==> config.mk <==
export PLATFORM = sky130hd
export DESIGN_NAME = submod_call_responder_flat
export DESIGN_NICKNAME = d
export VERILOG_FILES = /design/src/rtl/submod_call_responder_if.sv /design/src/rtl/submod_call_responder.sv /design/src/flat_wrapper.sv
export SDC_FILE = /design/constraint.sdc
export NUM_CORES = 1
export LEC_CHECK = 0
export ABC_AREA = 0
export CAP_MARGIN = 40
export CORE_ASPECT_RATIO = 0.75
export CORE_MARGIN = 2
export CORE_UTILIZATION = 56
export DETAILED_ROUTE_END_ITERATION = 16
export HOLD_SLACK_MARGIN = 0.02
export PLACE_DENSITY = 0.79
export SYNTH_ARGS = -nofsm -noshare
export SYNTH_HDL_FRONTEND = slang
export SYNTH_SLANG_ARGS = --single-unit
export TNS_END_PERCENT = 20
==> constraint.sdc <==
create_clock -name clock -period 2.9 [get_ports clock]
set_input_delay 0.58 -clock clock [delete_from_list [all_inputs] [get_ports clock]]
set_output_delay 0.58 -clock clock [all_outputs]
set_load 0.05 [all_outputs]
==> src/rtl/submod_call_responder_if.sv <==
// Call channel from a parent block to its submodule responder.
// Latency: none, wires only. call_valid/call_arg go parent->responder, call_ready goes back.
// Backpressure: the parent holds call_valid/call_arg stable until call_ready is seen at an edge.
// Ports: call_valid (1), call_arg (DATA_W), call_ready (1).
interface submod_call_responder_if #(
    parameter int DATA_W = 8
);
    logic              call_valid;
    logic [DATA_W-1:0] call_arg;
    logic              call_ready;

    modport master (output call_valid, output call_arg, input call_ready);
    modport slave  (input call_valid, input call_arg, output call_ready);
endinterface

==> src/rtl/submod_call_responder.sv <==
// Callee side of a parent->submodule call: buffers call arguments and adds one per clock into acc.
// Latency: an accept at edge E lands in acc at E+1, or at E+1+k with k entries queued ahead of it.
// Backpressure: call_ready drops while clear is high, while in reset, or when the FIFO holds DEPTH entries.
// Ports: clock, reset_n (async, active-low), call (slave side of the call channel), clear (sync),
//        acc (running sum), acc_valid (commit strobe), pending (buffered count), overflow (sticky carry).
module submod_call_responder #(
    parameter  int DATA_W = 8,
    parameter  int DEPTH  = 4,
    parameter  int SAT    = 0,
    localparam int CNT_W  = $clog2(DEPTH + 1),
    localparam int PTR_W  = $clog2(DEPTH)
) (
    input  logic                  clock,
    input  logic                  reset_n,
    submod_call_responder_if.slave call,
    input  logic                  clear,
    output logic [DATA_W-1:0]     acc,
    output logic                  acc_valid,
    output logic [CNT_W-1:0]      pending,
    output logic                  overflow
);

    typedef enum logic {IDLE = 1'b0, BUSY = 1'b1} state_t;

    state_t            state;
    state_t            state_nxt;
    logic [DATA_W-1:0] mem [DEPTH];
    logic [PTR_W-1:0]  rd_ptr;
    logic [PTR_W-1:0]  wr_ptr;
    logic [CNT_W-1:0]  count;
    logic              push;
    logic              pop;
    logic [DATA_W:0]   sum;
    logic [DATA_W-1:0] acc_nxt;

    // Ready depends only on the registered count, clear and reset -- never on call_valid,
    // so the parent may compute call_valid from call_ready without forming a loop.
    // A pop on a full edge does not raise ready; the freed slot is offered next cycle.
    assign call.call_ready = reset_n && !clear && (count < CNT_W'(DEPTH));
    assign push            = call.call_valid && call.call_ready;
    assign pending         = count;

    // State register
    always_ff @(posedge clock or negedge reset_n) begin
        if (!reset_n) begin
            state <= IDLE;
        end else begin
            state <= state_nxt;
        end
    end

    // Next-state logic: BUSY exactly while something is buffered
    always_comb begin
        state_nxt = state;
        if (clear) begin
            state_nxt = IDLE;
        end else begin
            case (state)
                IDLE:    if (push) state_nxt = BUSY;
                BUSY:    if ((count == CNT_W'(1)) && !push) state_nxt = IDLE;
                default: state_nxt = IDLE;
            endcase
        end
    end

    // Output logic: commit the head entry on every BUSY edge unless clear wins
    always_comb begin
        pop     = (state == BUSY) && !clear;
        sum     = {1'b0, acc} + {1'b0, mem[rd_ptr]};
        acc_nxt = sum[DATA_W-1:0];
        if ((SAT != 0) && sum[DATA_W]) begin
            acc_nxt = '1;
        end
    end

    // FIFO storage needs no reset: count/pointers decide what is valid
    always_ff @(posedge clock) begin
        if (push) begin
            mem[wr_ptr] <= call.call_arg;
        end
    end

    always_ff @(posedge clock or negedge reset_n) begin
        if (!reset_n) begin
            rd_ptr    <= '0;
            wr_ptr    <= '0;
            count     <= '0;
            acc       <= '0;
            acc_valid <= 1'b0;
            overflow  <= 1'b0;
        end else if (clear) begin
            rd_ptr    <= '0;
            wr_ptr    <= '0;
            count     <= '0;
            acc       <= '0;
            acc_valid <= 1'b0;
            overflow  <= 1'b0;
        end else begin
            acc_valid <= pop;
            if (push) begin
                wr_ptr <= wr_ptr + PTR_W'(1);
            end
            if (pop) begin
                rd_ptr <= rd_ptr + PTR_W'(1);
                acc    <= acc_nxt;
                if (sum[DATA_W]) begin
                    overflow <= 1'b1;
                end
            end
            case ({push, pop})
                2'b10:   count <= count + CNT_W'(1);
                2'b01:   count <= count - CNT_W'(1);
                default: count <= count;
            endcase
        end
    end

endmodule

==> src/flat_wrapper.sv <==
// flat-port wrapper written by rule: the top's interface ports become plain ports
module submod_call_responder_flat 
#(
    parameter  int DATA_W = 8,
    parameter  int DEPTH  = 4,
    parameter  int SAT    = 0,
    localparam int CNT_W  = $clog2(DEPTH + 1),
    localparam int PTR_W  = $clog2(DEPTH)
)
  (clock, reset_n, clear, acc, acc_valid, pending, overflow, call_call_valid, call_call_arg, call_call_ready);
  submod_call_responder_if #(.DATA_W(DATA_W)) call_i ();
  input  logic clock;
  input  logic reset_n;
  input  logic clear;
  output logic [DATA_W-1:0] acc;
  output logic acc_valid;
  output logic [CNT_W-1:0] pending;
  output logic overflow;
  input wire logic [$bits(call_i.call_valid)-1:0] call_call_valid;
  input wire logic [$bits(call_i.call_arg)-1:0] call_call_arg;
  output wire logic [$bits(call_i.call_ready)-1:0] call_call_ready;
  assign call_i.call_valid = call_call_valid;
  assign call_i.call_arg = call_call_arg;
  assign call_call_ready = call_i.call_ready;
  submod_call_responder #(.DATA_W(DATA_W), .DEPTH(DEPTH), .SAT(SAT)) u_core (.clock(clock), .reset_n(reset_n), .call(call_i), .clear(clear), .acc(acc), .acc_valid(acc_valid), .pending(pending), .overflow(overflow));
endmodule
==> run summary, run 1 <==
Hold Fails Final Rpt: 0
CP cell instances: mux4_2 -> ha_1 -> fa_1 -> a211o_1 -> a21oi_1 -> o21ai_0 -> a32o_1
Post-Route Setup TNS: 0 ns
H-tree Lvls: 2
clk slew on worst S/H paths: 0.09 ns
DP Wirelength: 3250 um
number of synthesized flops with an enable pin: 32
ratio of cells with drive above 1 in the final layout: 0.121
cell area after synthesis: 2400 um^2
Fin Clk Skew: 0.00495 ns
PwrDens: 646 nW/um^2
Core Box Area: 4080 um^2
Final Util: 0.692
DR iter-0 viols: 106
Worst Path Max Fanout: 4
CP required: 3.09 ns
vias in the first global route: 1530
leakage: 1.07 nW
hold bufs inserted after CTS: 0
ys async rst share: 0.360
area grow syn2layout: 17.7%
minimum clock period: 2.58 ns
final WL: 4470 um
die area: 4830 um^2
Initial Utilization: 0.588
crit path kind: flip-flop to flip-flop
Resized cells post-CTS: 0
Die W: 79.6 um
Via-to-Cell Ratio: 5.82
Ys Warns: 0
maximum root-to-sink buffer count: 2
slew margin rel.: 0.500
diodes inserted: 0
largest net degree at the start of global routing: 23
status: completed
first-pass GRT wire length: 7600 um
CP startpoint kind: flip-flop
CP max stage cell: mux4_2
most frequent cells in the layout: edfxtp_1, clkdlybuf4s50_1, dfrtp_1
commonest non-fill, non-tap cell in the layout: edfxtp_1
I/O Pins: 26
RSZ-0062 raised after global routing: no
Min-Delay Path Class: input pin to async pin
Finished Cell Area: 2820 um^2
Cells after DPL: 246
flops & latches, synth: 50
initial antenna violation count: 0
TritonCTS buffer count: 5
fin crit share: 0.890
setup violators final: 0
Post CTS Setup Buffer Count: 0
WP data arrival: 2.77 ns
Post-layout nets: 226
Root Buffer: clkbuf_8
fmax: 387 MHz
Cell variety after synth: 38
Top delay family on crit path: compound AO/OA/AOI/OAI gates
Post-synth top flop: edfxtp_1
Tot GR Track Use: 0.218
Final Max Tran Viols: 0
fillers: 265
R2R setup slack: 0.32 ns
DP Area: 2710 um^2
non-filler cells, final: 254
Antenna Violating Nets Remaining: 0
CP peak stage delay: 0.54 ns
worst-margin pin slew: 0.750 ns
DR WL/cell: 17.6 um
Post-Syn Nets: 198
Buffers on Ports: 25
Avg Cell Area, Syn: 14.1 um^2
Placer Congestion: 0.846
CTS Sinks: 50
via count: 1479
CTS tree: built
DR pass1 iterations: 4
Clk Latency, worst-skew pair: 0.30 ns
crit path buf inv count: 0
worst ir drop on vdd: 0.000358 V
max-cap viol count: 0
CP Capture Type: flip-flop
row count: 20
grt ovf: 0
drt drc: 0
sequential fraction of the synthesis area: 0.588
die outline height: 60.7 um
Post-Synthesis Cells: 170
[area by class of cell]
cell class	instances	area [um^2]	area share
repair buffers	28	283	0.100
inverters	7	26.3	0.00931
flip-flops and latches	50	1410	0.500
clock inverters	2	38.8	0.0137
multi-input cells	106	922	0.327
clock buffers	6	72.6	0.0257
well taps	55	68.8	0.0244
[synth_stat cells, types with 2 or more instances]
cell type | n | area, um^2
buf_2 | 4 | 20.0
a21oi_1 | 6 | 30.0
o21ai_0 | 7 | 35.0
and2_1 | 4 | 25.0
ha_1 | 15 | 188
nor3_1 | 3 | 15.0
or3_1 | 2 | 12.5
xor2_1 | 2 | 17.5
a211o_1 | 3 | 26.3
mux4_2 | 8 | 180
xnor2_1 | 4 | 35.0
a211oi_1 | 3 | 22.5
o211ai_1 | 3 | 22.5
inv_1 | 7 | 26.3
edfxtp_1 | 32 | 961
nand2_1 | 7 | 26.3
nand2b_1 | 5 | 31.3
dfrtp_1 | 18 | 450
mux2i_1 | 3 | 30.0
a21o_1 | 3 | 22.5
nand3b_1 | 2 | 15.0
nor2_1 | 13 | 48.8
[cell families (layout without fill, tap and decap cells)]
| family | Yosys count | in the layout | share of synthesized area |
|---|---|---|---|
| buf+inv | 14 | 43 | 0.0271 |
| flops | 50 | 50 | 0.588 |
| fa+ha+maj | 17 | 17 | 0.0913 |
| xor+xnor | 6 | 6 | 0.0219 |
| mux | 11 | 11 | 0.0876 |
| simple gates | 41 | 41 | 0.0934 |
| compound gates | 31 | 31 | 0.0902 |
[through the flow]
step	setup WS, ns	power [mW]	hold WS (ns)
6_report	0.319	1.82	0.510
3_5_place_dp	0.362	1.35	0.529
3_3_place_gp	0.433	1.33	0.509
5_1_grt	0.175	1.91	0.511
4_1_cts	0.320	1.84	0.497
2_1_floorplan	0.353	1.20	0.284
[final timing paths]
kind / start / endpoint / cells after the start
max: u_core.rd_ptr[0]$_DFFE_PN0P_ / u_core.acc[6]$_DFFE_PN0P_ / 7
min: reset_n / u_core.wr_ptr[0]$_DFFE_PN0P_ / 1
max reg2reg: u_core.rd_ptr[0]$_DFFE_PN0P_ / u_core.acc[6]$_DFFE_PN0P_ / 7
min reg2reg: u_core.acc[7]$_DFFE_PN0P_ / u_core.acc[7]$_DFFE_PN0P_ / 2
max in group asynchronous: reset_n / u_core.rd_ptr[1]$_DFFE_PN0P_ / 2
min in group clock: u_core.acc[7]$_DFFE_PN0P_ / u_core.acc[7]$_DFFE_PN0P_ / 2
[layer usage]
layer	routed length [um]	GRT usage
met4	39	0.0936
met2	2190	0.349
met5	0	0
met1	1940	0.290
met3	294	0.0580
[worst reg2reg max path, cell delays in order, from the launching register on]
cell and delay, ns:
dfrtp_1 0.46, mux4_2 0.54, ha_1 0.24, fa_1 0.43, a211o_1 0.31, a21oi_1 0.13
o21ai_0 0.10, a32o_1 0.27
[power breakdown]
group / leakage [nW] / switching (mW) / total [mW] / internal (mW)
clock: 0.0554 / 0.226 / 0.485 / 0.259
sequential: 0.533 / 0.0542 / 0.855 / 0.800
combinational: 0.477 / 0.275 / 0.483 / 0.208
total: 1.07 / 0.555 / 1.82 / 1.27
[sequential cells by signal (all words and copies together) (netlist names)]
register and count:
u_core.wr_ptr 2, u_core.acc_valid 1, u_core.mem 32, u_core.rd_ptr 2, u_core.acc 8, u_core.state 1
u_core.pending 3, u_core.overflow 1
(Power assumes the default switching activity.)
==> run 2: changes to the inputs <==
- ABC_AREA: 0 -> not set
- CORE_UTILIZATION: 56 -> 60
- DONT_BUFFER_PORTS: not set -> 1
- PLACE_DENSITY: 0.79 -> 0.76
- REMOVE_ABC_BUFFERS: not set -> 1
==> run 2 against run 1 <==
Utilization down 1.2 points. First-iteration DRC count shrank 57%. Cell count down 10%. Clock skew about the same. Worst setup slack better by 0.0084 ns. Fmax increased by 0.33%. Non-clock buffer count fell by 23. Critical endpoint unchanged. Largest power group unchanged.
==> run summary, run 2 (same netlist as run 1, synthesis figures left out) <==
status: completed
hold path start: clear
CP cell instances: mux4_2 -> ha_1 -> fa_1 -> a211o_1 -> a21oi_1 -> o21ai_0 -> a32o_1
ratio of cells with drive above 1 in the final layout: 0.136 (+0.0158)
H-tree Lvls: 2 (unchanged)
Antenna Violating Nets Remaining: 0 (unchanged)
Top delay family on crit path: compound AO/OA/AOI/OAI gates
DP Area: 2450 um^2 (-9.5%)
Post CTS Setup Buffer Count: 0 (unchanged)
PwrDens: 647 nW/um^2 (+0.28%)
Buffers on Ports: 0 (-100%)
Worst Path Max Fanout: 4 (unchanged)
CTS Sinks: 50 (unchanged)
fillers: 270 (+1.9%)
via count: 1382 (-6.6%)
Finished Cell Area: 2550 um^2 (-9.5%)
max reg flops: 32 (unchanged)
vias in the first global route: 1466 (-4.2%)
dpl ws: 0.341 ns (-0.0214 ns)
Placer Congestion: 0.885 (+4.6%)
die outline height: 58.8 um (-3.2%)
hold slack: 0.334 ns (-0.176 ns)
DR WL/cell: 18.8 um (+6.8%)
grt ovf: 0 (unchanged)
CTS tree: built
crit path buf inv count: 0 (unchanged)
DP Wirelength: 3080 um (-5.1%)
Tot GR Track Use: 0.214 (-0.00395)
first-pass GRT wire length: 7120 um (-6.4%)
Final Max Tran Viols: 0 (unchanged)
row count: 19 (-5.0%)
Hold Fails Final Rpt: 0 (unchanged)
most frequent cells in the layout: edfxtp_1, dfrtp_1, ha_1
CP peak stage delay: 0.54 ns (about the same)
final worst slack: 0.327 ns (+0.00838 ns)
area grow syn2layout: 6.47%
WP data arrival: 2.77 ns (about the same)
Min-Delay Path Class: input pin to flip-flop
Cells after DPL: 219 (-11%)
Via-to-Cell Ratio: 6.06 (+4.1%)
DR pass1 iterations: 4 (unchanged)
maximum root-to-sink buffer count: 2 (unchanged)
leakage: 0.965 nW (-9.4%)
Post-layout nets: 203 (-10%)
Clk Latency, worst-skew pair: 0.30 ns (about the same)
commonest non-fill, non-tap cell in the layout: edfxtp_1
final WL: 4280 um (-4.2%)
drt drc: 0 (unchanged)
fin crit share: 0.887 (-0.00289)
CP Capture Type: flip-flop
Root Buffer: clkbuf_8
Critical path origin: u_core.rd_ptr[0]$_DFFE_PN0P_
initial antenna violation count: 0 (unchanged)
Post-Route Setup TNS: 0 ns (unchanged)
non-filler cells, final: 228 (-10%)
die area: 4520 um^2 (-6.3%)
Die W: 77.0 um (-3.2%)
minimum clock period: 2.57 ns (-0.00838 ns)
TritonCTS buffer count: 5 (unchanged)
max-cap viol count: 0 (unchanged)
CP max stage cell: mux4_2
largest net degree at the start of global routing: 23 (unchanged)
RR Startpoint: u_core.rd_ptr[0]$_DFFE_PN0P_
Initial Utilization: 0.639 (+0.0505)
fmax: 389 MHz (+0.33%)
worst ir drop on vdd: 0.000463 V (+30%)
CP required: 3.09 ns (about the same)
crit path kind: flip-flop to flip-flop
I/O Pins: 26 (unchanged)
worst-margin pin slew: 0.840 ns (+0.0897 ns)
Fin Clk Skew: 0.00468 ns (-0.000278 ns)
DR iter-0 viols: 46 (-57%)
setup violators final: 0 (unchanged)
slew margin rel.: 0.438 (-0.0617)
Top reg by flops: u_core.mem
CP startpoint kind: flip-flop
clk slew on worst S/H paths: 0.09 ns (about the same)
RSZ-0062 raised after global routing: no
Final Total Pwr: 1.65 mW (-9.3%)
Core Box Area: 3760 um^2 (-7.9%)
diodes inserted: 0 (unchanged)
Final Util: 0.680 (-0.0121)
run 2: changes by cell type in the layout (fill, tap and decap cells not counted), sizes merged:
cell and delta:
clkbuf -1, dlygate4sd3 +1, clkinvlp +1, inv +1, clkdlybuf4s50 -24, bufinv -1
run 2: final timing paths:
check | depth (start not counted) | endpoint | slack, ns
worst max-delay path | 7 | u_core.acc[6]$_DFFE_PN0P_ | 0.33
worst max register to register | 7 | u_core.acc[6]$_DFFE_PN0P_ | 0.33
max in group asynchronous | 1 | u_core.acc[2]$_DFFE_PN0P_ | 1.56
worst min register to register | 1 | u_core.wr_ptr[0]$_DFFE_PN0P_ | 0.59
worst min-delay path | 1 | u_core.pending[1]$_DFFE_PN0P_ | 0.33
min in group asynchronous | 1 | u_core.pending[2]$_DFFE_PN0P_ | 0.82
run 2: final cells by class:
type	instances	area (um^2)	area share
Tap cell	52	65.1	0.0255
Sequential cell	50	1410	0.553
Clock inverter	3	20.0	0.00784
Multi-Input combinational cell	106	922	0.361
Inverter	7	26.3	0.0103
Clock buffer	5	68.8	0.0269
Timing Repair Buffer	5	40.0	0.0157
run 2: metal layers:
| metal | up-vias | track usage | part of all wire |
|---|---|---|---|
| li1 | 641 | - | - |
| met1 | 685 | 0.271 | 0.44 |
| met2 | 47 | 0.362 | 0.48 |
| met3 | 9 | 0.0644 | 0.061 |
| met4 | 0 | 0.0740 | 0.016 |
| met5 | - | 0 | 0 |
run 2: where the power goes:
group	internal, mW	switching [mW]
Combinational	0.151	0.169
Clock	0.170	0.222
Sequential	0.799	0.143
Total	1.12	0.534
run 2: timing repair:
item                                   4_1_cts  5_1_grt
hold buffers                                 1        0
endpoints found under the hold margin       18        0
gates resized for setup                      0        0
==> run 3: changes to the inputs <==
- SKIP_LAST_GASP: not set -> 1
==> results of run 3 <==
Same layout as run 2: the final DEF is identical, and so are final timing and power.
